--- config.mk ---
export PLATFORM = sky130hd
export DESIGN_NAME = fifo_sync_core
export DESIGN_NICKNAME = d
export VERILOG_FILES = /design/src/rtl/fifo_sync_core_pkg.sv /design/src/rtl/fifo_dpram.sv /design/src/rtl/fifo_sync_core.sv
export SDC_FILE = /design/constraint.sdc
export NUM_CORES = 1
export LEC_CHECK = 0
export ABC_CLOCK_PERIOD_IN_PS = 3200
export CAP_MARGIN = 20
export CORE_MARGIN = 2
export CORE_UTILIZATION = 50
export CTS_BUF_LIST = sky130_fd_sc_hd__clkbuf_2 sky130_fd_sc_hd__clkbuf_4 sky130_fd_sc_hd__clkbuf_8
export DETAILED_ROUTE_END_ITERATION = 10
export PLACE_DENSITY = 0.67
export SETUP_SLACK_MARGIN = 0.5
export SYNTH_ARGS = -nofsm -noshare
export SYNTH_HDL_FRONTEND = slang
export SYNTH_SLANG_ARGS = --single-unit
--- constraint.sdc ---
create_clock -name clk -period 3.2 [get_ports clk]
set_clock_uncertainty 0.1 [all_clocks]
set_input_delay 0.64 -clock clk [delete_from_list [all_inputs] [get_ports clk]]
set_output_delay 0.64 -clock clk [all_outputs]
set_load 0.05 [all_outputs]
--- src/rtl/fifo_sync_core_pkg.sv ---
// -----------------------------------------------------------------------------
// fifo_sync_core_pkg
// Shared definitions for the synchronous FIFO slice.
//   `BIT_DEPTH   : stored word width (32)
//   `FIFO_ADDR_W : pointer width (4)
//   `FIFO_DEPTH  : derived number of words (2**`FIFO_ADDR_W)
// The macros carry the fifo_defs.vh content so that every file of the slice
// sees the same values; the package re-exports them as typed localparams.
// Optional feature macro used elsewhere in the slice: FIFO_ERR_STICKY_EN.
// -----------------------------------------------------------------------------
`ifndef FIFO_DEFS_VH
`define FIFO_DEFS_VH
`define BIT_DEPTH 32
`define FIFO_ADDR_W 4
`define FIFO_DEPTH (1 << `FIFO_ADDR_W)
`endif

package fifo_sync_core_pkg;

  localparam int FIFO_DATA_W_DEF = `BIT_DEPTH;
  localparam int FIFO_ADDR_W_DEF = `FIFO_ADDR_W;
  localparam int FIFO_DEPTH_DEF  = `FIFO_DEPTH;

endpackage

--- src/rtl/fifo_dpram.sv ---
// -----------------------------------------------------------------------------
// fifo_dpram
// Simple dual-port RAM: one synchronous write port, one registered read port.
// No reset on the array or on the read register so it maps onto
// distributed/block RAM. Read-before-write when both ports hit one address.
// Ports:
//   clk      : clock
//   wr_en    : write enable
//   wr_addr  : write address
//   wr_data  : write data
//   rd_en    : read enable (read register holds when low)
//   rd_addr  : read address
//   rd_data  : registered read data
// -----------------------------------------------------------------------------
module fifo_dpram
  import fifo_sync_core_pkg::*;
#(
  parameter int DATA_W = FIFO_DATA_W_DEF,
  parameter int ADDR_W = FIFO_ADDR_W_DEF
) (
  input  logic              clk,
  input  logic              wr_en,
  input  logic [ADDR_W-1:0] wr_addr,
  input  logic [DATA_W-1:0] wr_data,
  input  logic              rd_en,
  input  logic [ADDR_W-1:0] rd_addr,
  output logic [DATA_W-1:0] rd_data
);

  logic [DATA_W-1:0] mem_r [0:(1 << ADDR_W) - 1];

  // Storage array write and registered read (old data returned on collision).
  always_ff @(posedge clk) begin
    if (wr_en) begin
      mem_r[wr_addr] <= wr_data;
    end
    if (rd_en) begin
      rd_data <= mem_r[rd_addr];
    end
  end

endmodule

--- src/rtl/fifo_sync_core.sv ---
// -----------------------------------------------------------------------------
// fifo_sync_core
// Single-clock circular-buffer FIFO fed by one-cycle write/read strobes.
// Read data appears one cycle after an accepted read strobe.
// Ports:
//   clk       : system clock, rising edge
//   rst       : asynchronous active-high reset
//   wr_en     : write strobe
//   wr_data   : word to store while wr_en=1
//   rd_en     : read strobe
//   rd_data   : last word read (0 after reset)
//   rd_valid  : one-cycle pulse, rd_data updated
//   full      : count == 2**ADDR_W
//   empty     : count == 0
//   count     : occupancy 0..2**ADDR_W
//   wr_ack    : one-cycle pulse, preceding write accepted
// Optional (macro FIFO_ERR_STICKY_EN):
//   err_clr   : clears sticky error flags (a new error in the same cycle wins)
//   overflow  : sticky, set by a rejected write
//   underflow : sticky, set by a rejected read
// -----------------------------------------------------------------------------
module fifo_sync_core
  import fifo_sync_core_pkg::*;
#(
  parameter int DATA_W = FIFO_DATA_W_DEF,
  parameter int ADDR_W = FIFO_ADDR_W_DEF
) (
  input  logic              clk,
  input  logic              rst,
  input  logic              wr_en,
  input  logic [DATA_W-1:0] wr_data,
  input  logic              rd_en,
  output logic [DATA_W-1:0] rd_data,
  output logic              rd_valid,
  output logic              full,
  output logic              empty,
  output logic [ADDR_W:0]   count,
  output logic              wr_ack
`ifdef FIFO_ERR_STICKY_EN
  ,
  input  logic              err_clr,
  output logic              overflow,
  output logic              underflow
`endif
);

  localparam logic [ADDR_W-1:0] PTR_ONE   = {{(ADDR_W-1){1'b0}}, 1'b1};
  localparam logic [ADDR_W:0]   CNT_ONE   = {{ADDR_W{1'b0}}, 1'b1};
  localparam logic [ADDR_W:0]   CNT_ZERO  = {(ADDR_W+1){1'b0}};
  localparam logic [ADDR_W:0]   CNT_DEPTH = {1'b1, {ADDR_W{1'b0}}};

  logic [ADDR_W-1:0] wr_ptr_r;
  logic [ADDR_W-1:0] rd_ptr_r;
  logic [ADDR_W:0]   count_r;
  logic [ADDR_W:0]   count_nxt_s;
  logic              full_r;
  logic              empty_r;
  logic              rd_valid_r;
  logic              wr_ack_r;
  logic              rd_seen_r;
  logic              wr_acc_s;
  logic              rd_acc_s;
  logic [DATA_W-1:0] ram_q_s;

  // Acceptance: a read frees a slot in the same cycle, so a full FIFO still
  // takes a write alongside a read.
  always_comb begin
    rd_acc_s = rd_en & ~empty_r;
    wr_acc_s = wr_en & (~full_r | rd_acc_s);
  end

  // Next occupancy, shared by the count register and the flag registers.
  always_comb begin
    count_nxt_s = count_r;
    if (wr_acc_s && !rd_acc_s) begin
      count_nxt_s = count_r + CNT_ONE;
    end else if (rd_acc_s && !wr_acc_s) begin
      count_nxt_s = count_r - CNT_ONE;
    end else begin
      count_nxt_s = count_r;
    end
  end

  // Pointers, occupancy, flags and strobe acknowledgements.
  always_ff @(posedge clk or posedge rst) begin
    if (rst) begin
      wr_ptr_r   <= {ADDR_W{1'b0}};
      rd_ptr_r   <= {ADDR_W{1'b0}};
      count_r    <= CNT_ZERO;
      full_r     <= 1'b0;
      empty_r    <= 1'b1;
      rd_valid_r <= 1'b0;
      wr_ack_r   <= 1'b0;
      rd_seen_r  <= 1'b0;
    end else begin
      if (wr_acc_s) begin
        wr_ptr_r <= wr_ptr_r + PTR_ONE;
      end
      if (rd_acc_s) begin
        rd_ptr_r  <= rd_ptr_r + PTR_ONE;
        rd_seen_r <= 1'b1;
      end
      count_r    <= count_nxt_s;
      full_r     <= (count_nxt_s == CNT_DEPTH);
      empty_r    <= (count_nxt_s == CNT_ZERO);
      rd_valid_r <= rd_acc_s;
      wr_ack_r   <= wr_acc_s;
    end
  end

  fifo_dpram #(
    .DATA_W (DATA_W),
    .ADDR_W (ADDR_W)
  ) u_ram (
    .clk     (clk),
    .wr_en   (wr_acc_s),
    .wr_addr (wr_ptr_r),
    .wr_data (wr_data),
    .rd_en   (rd_acc_s),
    .rd_addr (rd_ptr_r),
    .rd_data (ram_q_s)
  );

  // The RAM read register has no reset; until a read has completed since
  // reset the output shows zero instead of stale RAM contents.
  assign rd_data  = rd_seen_r ? ram_q_s : {DATA_W{1'b0}};
  assign rd_valid = rd_valid_r;
  assign full     = full_r;
  assign empty    = empty_r;
  assign count    = count_r;
  assign wr_ack   = wr_ack_r;

`ifdef FIFO_ERR_STICKY_EN
  logic overflow_r;
  logic underflow_r;

  // Sticky error flags; a fresh error takes priority over err_clr.
  always_ff @(posedge clk or posedge rst) begin
    if (rst) begin
      overflow_r  <= 1'b0;
      underflow_r <= 1'b0;
    end else begin
      if (wr_en && !wr_acc_s) begin
        overflow_r <= 1'b1;
      end else if (err_clr) begin
        overflow_r <= 1'b0;
      end
      if (rd_en && empty_r) begin
        underflow_r <= 1'b1;
      end else if (err_clr) begin
        underflow_r <= 1'b0;
      end
    end
  end

  assign overflow  = overflow_r;
  assign underflow = underflow_r;
`endif

endmodule
# ---- Word level (Yosys, flattened, before mapping)
# Memories as Yosys holds them, arrays and structs flattened. A register that Yosys moved wholly into a read port is not among the register bits.
# Index checks and enable logic that the tools add are counted.
dict set report word_totals {
  ram_bits 512
  input_bits 36
  reg_bits 18
  n_memories 1
}
dict set report classes {
  mux 5
  add_sub_neg 4
  eq_ne 1
  bitwise 5
  n_reduce_logical 5
}
# name words word_bits rd rd_clocked_by_memory_dff wr line
set mem_list {}
lappend mem_list {u_ram.mem_r 16 32 1 1 1 fifo_dpram.sv:30} ;# logic [DATA_W-1:0] mem_r [0:(1 << ADDR_W) - 1];
# cell n
set op_table {}
lappend op_table {{2-to-1 mux 32 bit} 1}
lappend op_table {{2-to-1 mux 5 bit} 2}
lappend op_table {{adder 4 x 1 -> 4 bit (second input constant)} 2}
lappend op_table {{adder 5 x 1 -> 5 bit (second input constant)} 1}
lappend op_table {{equality test 5 bit (second input constant)} 1}
lappend op_table {{logical NOT 5 bit} 1}
lappend op_table {{subtractor 5 x 1 -> 5 bit (second input constant)} 1}
lappend op_table {{bitwise AND 1 bit} 2}
lappend op_table {{logical AND 1 bit} 2}
lappend op_table {{logical NOT 1 bit} 2}
lappend op_table {{2-to-1 mux 1 bit} 2}
lappend op_table {{inverter 1 bit} 2}
lappend op_table {{bitwise OR 1 bit} 1}

# ---- Logic depth before layout (Yosys ltp)
dict set report logic_depth {
  ltp_word 9
  ltp_mapped 7
  mapped_depth_nobuf 7
}

# ---- Modules after synthesis
# Synthesis repeated with hierarchy kept, for this count alone.
dict set report hier_totals {
  hier_cells 950
  area_unflattened_um2 21247.9
}
# mod area_per_inst_um2 instances seq_area_each_um2 cells_per_inst
set by_module_without_submodules {}
lappend by_module_without_submodules {fifo_dpram 20174.3 1 16335.7 838}
lappend by_module_without_submodules {fifo_sync_core 1073.5 1 451.7 112}

# ---- Least setup slack after synthesis
# Ideal clock, no wire load.
dict set report synth_path {
  path_kind {input-to-reg}
  startpoint {input port rd_en}
  endpoint {memory u_ram.mem_r[0][0] in the netlist's numbering, enable pin}
  setup_time_ns 0.392
  required_ns 2.708
  path_stages 5
  slack_ns 0.451
  t_arrival_ns 2.257
  cell_sequence {nand2b_1 > buf_2 > a21boi_0 > nor3b_1 > and2_1}
}
dict set report synth_between {
  elab_chain_len 5
}
# item line
set synth_rtl {}
lappend synth_rtl {{from (decl)} fifo_sync_core.sv:32} ;# input logic rd_en,
lappend synth_rtl {{bitwise AND 1 bit} fifo_sync_core.sv:68} ;# rd_acc_s = rd_en & ~empty_r;
lappend synth_rtl {{bitwise OR 1 bit} fifo_sync_core.sv:69} ;# wr_acc_s = wr_en & (~full_r | rd_acc_s);
lappend synth_rtl {{bitwise AND 1 bit} fifo_sync_core.sv:69}
lappend synth_rtl {{2-to-1 mux 1 bit} fifo_dpram.sv:34} ;# if (wr_en) begin
lappend synth_rtl {{2-to-1 mux 1 bit (not written as such)} fifo_dpram.sv:35} ;# mem_r[wr_addr] <= wr_data;
lappend synth_rtl {{to (decl)} fifo_dpram.sv:30}
# No other way between the ends.

# ---- Final worst setup path
dict set report layout_path {
  startpoint {register full_r (netlist: full)}
  endpoint {output port full}
}
# item line
set layout_rtl {}
lappend layout_rtl {{from (decl)} fifo_sync_core.sv:56} ;# logic full_r;
lappend layout_rtl {{from (signal assigned)} fifo_sync_core.sv:104} ;# full_r <= (count_nxt_s == CNT_DEPTH);
lappend layout_rtl {{to (decl)} fifo_sync_core.sv:35} ;# output logic full,
# No word-level cell between the ends.

==> key figures <==
Run status
  • Outcome: finished, final reports clean

Min path
  • Class of the worst hold path: in -> async

Setup path
  • CP Data Arrival Time: 1.88 ns
  • CP bufs+invs: 1
  • Max stage delay cell, worst path: clkdlybuf4s50_1
  • Worst setup SP type: flop
  • Setup CP Type: reg -> out
  • Crit path cell chain: clkdlybuf4s50_1
  • CP delay by family, top: buffers and inverters
  • WP data required: ~2.5 ns
  • CP peak stage delay: approximately 0.84 ns
  • CP max FO: 6
  • CP endpoint kind: output pin

Power and ir drop
  • Clock share of power: 0.256
  • Net Switching: slightly above 7000 µW
  • Power, Total: approximately 23000 µW
  • LEAKAGE: 0.00824 µW
  • Flop pwr share: 0.430
  • Switching share of power: 0.318
  • Pint: 15400 µW
  • Max VDD drop: a little under 500 µV
  • Logic pwr share: 0.315
  • Pwr Density: a little under 900 nW/µm²

Logic synthesis
  • Cell accounting for the most synthesized area: edfxtp_1
  • Seq/Total Area, Yosys: 0.775
  • Warnings, synthesis: 0
  • Synth top area cells: edfxtp_1 (75%), mux4_2 (13%), dfrtp_1 (2.0%)
  • Syn Std Cell Area: between 20000 and 25000 µm²
  • Synth Flop Type: edfxtp_1
  • Post-synth ARST share: 0.0320
  • Post-synth EDFFs: ~540
  • Syn_area_per_cell: around 22 µm²
  • Seq cells post-synth: 562
  • Distinct cells, synth: 43
  • Post-Syn Instances: slightly below 1000
  • Mapped Nets: 1020
  • Share of the synthesized area in the top cell type: 0.755

Detailed routing
  • Post-DR wirelength/cell: around 25 µm
  • Drt via density: approximately 5.6
  • DRC errors left: 0
  • Vias: between 10000 and 15000
  • WL final: 45700 µm
  • Initial DRC Count: around 840
  • Routed Antenna Nets: 0
  • DRT Pass-1 Iters: 5

Timing
  • Max Clk Rate: between 300 and 400 MHz
  • Fin. Hold Viols: 0
  • RSZ-0062 raised after global routing: false
  • Slew margin rel.: 0.477
  • Setup_tns: 0 ns
  • Worst Tran Pin Value: ~0.78 ns
  • Fin crit share: 0.818
  • Final setup vio count: 0
  • Pins over their slew limit: 0
  • Shortest period the worst path allows: between 2 and 3 ns

Clock network
  • TritonCTS clock tree: built
  • Hold_buf cts: 0
  • # clock sinks: 562
  • Reg clk slew, reported paths: around 0.060 ns
  • Clock latency on the worst-skew pair: between 0.6 and 0.7 ns
  • CTS HTree Levels: 3
  • Root buffer cell: clkbuf_8
  • Post-CTS Setup Repair Bufs: 0
  • CTS Buf Count: 88
  • Clock Tree Buf Depth: 3

Final layout
  • Multi-input gate area: ~4500 µm²
  • Nets: about 1200
  • Design Area, Final: 25300 µm²
  • Share of cells above drive strength 1: 0.314
  • Final cell count without fillers: 1800
  • Fill cells: between 3000 and 4000
  • # diodes: 0
  • Register Area: 16800 µm²
  • Synth-to-layout area growth: 16.9%

Placed design
  • DP HPWL: around 28000 µm
  • Port buffer count: 76
  • Post-Place Cell Area: between 20000 and 25000 µm²
  • DP Cell Count: approximately 1600
  • Placer Congestion: approximately 0.78

Global route
  • Grt ovf: 0
  • Global Route Usage Sum: 0.212
  • Initial antenna violation count: 2
  • Number of global-route vias before repair: approximately 11000
  • Largest net degree at the start of global routing: 42
  • First-pass GRT wire length: roughly 68000 µm

Floorplan
  • Placement row count: 76
  • I/O pin total: 77
  • DIE AREA: 45000 µm²
  • Starting Density: 0.505
  • Core box area: roughly 43000 µm²
  • Die width: ~210 µm
  • Die height: about 210 µm

Run
  • Max-cap violations: 0
cell type report:
class / count / share of cell area
Tap cell: 585 / 0.0289
Clock inverter: 34 / 0.00702
Multi-Input combinational cell: 356 / 0.179
Clock buffer: 121 / 0.0594
Timing Repair Buffer: 136 / 0.0606
Sequential cell: 562 / 0.664
Inverter: 6 / 0.000989
per-stage QoR:
stage                util  setup WS, ns  hold WS, ns
finish              0.590         0.583        0.340
global route        0.590         0.507        0.392
CTS                 0.590         0.509        0.329
detailed placement  0.551         0.265        0.442
global placement    0.551         0.268        0.424
floorplan               -         0.555        0.400
cells in the final DEF, fill, tap and decap left out, types with 21 or more instances in the layout:
cell	instances
a211oi_1	30
a21oi_1	32
and2_1	32
buf_12	32
buf_4	60
clkbuf_4	26
clkbuf_8	95
clkdlybuf4s50_1	42
clkinv_1	21
edfxtp_1	544
mux2i_1	32
mux4_2	128
nor2b_1	32
power by group through the flow:
| stage | sequential (µW) | clock [µW] | combinational [µW] |
|---|---|---|---|
| 4_1_cts | 9730 | 5940 | 7290 |
| 3_5_place_dp | 9870 | 0 | 7260 |
| 2_1_floorplan | 9660 | 0 | 5020 |
| 5_1_grt | 9810 | 6250 | 7610 |
| 6_report | 9720 | 5790 | 7120 |
| 3_3_place_gp | 9850 | 0 | 7220 |
worst paths after layout:
path,end,cells past startpoint,from,slack (ns)
max,full,1,full,0.58
min,wr_ptr_r[1],2,rst,0.34
max reg2reg,u_ram.rd_data[16],6,rd_ptr_r[0],0.73
min reg2reg,count[4],1,count[4],0.44
max in group asynchronous,rd_ptr_r[1],2,rst,2.09
min in group clk,count[4],1,count[4],0.44
cell families (layout without fill, tap and decap cells):
family / count (synthesis) / in the layout / synth area share
xor gates and xnor gates: 10 / 10 / 0.00405
DFF: 562 / 562 / 0.775
muxes: 161 / 161 / 0.148
AOI/OAI and AO/OA: 73 / 73 / 0.0212
and+or+nand+nor: 105 / 105 / 0.0305
adders and majority gates: 7 / 7 / 0.00405
buffers and inverters: 59 / 297 / 0.0164
timing repair:
| action | 4_1_cts | 5_1_grt |
|---|---|---|
| endpoints found under the setup margin | 2 | 2 |
| hold endpoints to repair | 0 | 0 |
| resized for setup | 2 | 2 |
routing by layer:
layer / track usage / part of all wire
met2: 0.354 / 0.52
met1: 0.288 / 0.42
met3: 0.0372 / 0.052
met5: 0 / 0
met4: 0.0653 / 0.015
registers in the layout, summed over array words and instances (netlist names):
name           cells
u_ram.mem_r      512
u_ram.rd_data     32
count              5
rd_ptr_r           4
wr_ptr_r           4
empty              1
full               1
rd_seen_r          1
rd_valid           1
wr_ack             1
synthesized netlist by cell type (4+ instances only):
master / instances
a211oi_1: 32
a21oi_1: 32
and2_1: 44
and4_1: 4
buf_2: 12
buf_4: 7
buf_6: 7
clkbuf_1: 24
dfrtp_1: 17
edfxtp_1: 544
ha_1: 7
inv_1: 5
mux2i_1: 32
mux4_2: 128
nand2_1: 7
nor2b_1: 32
xnor2_1: 8
Power figures use the tool's default switching activity.
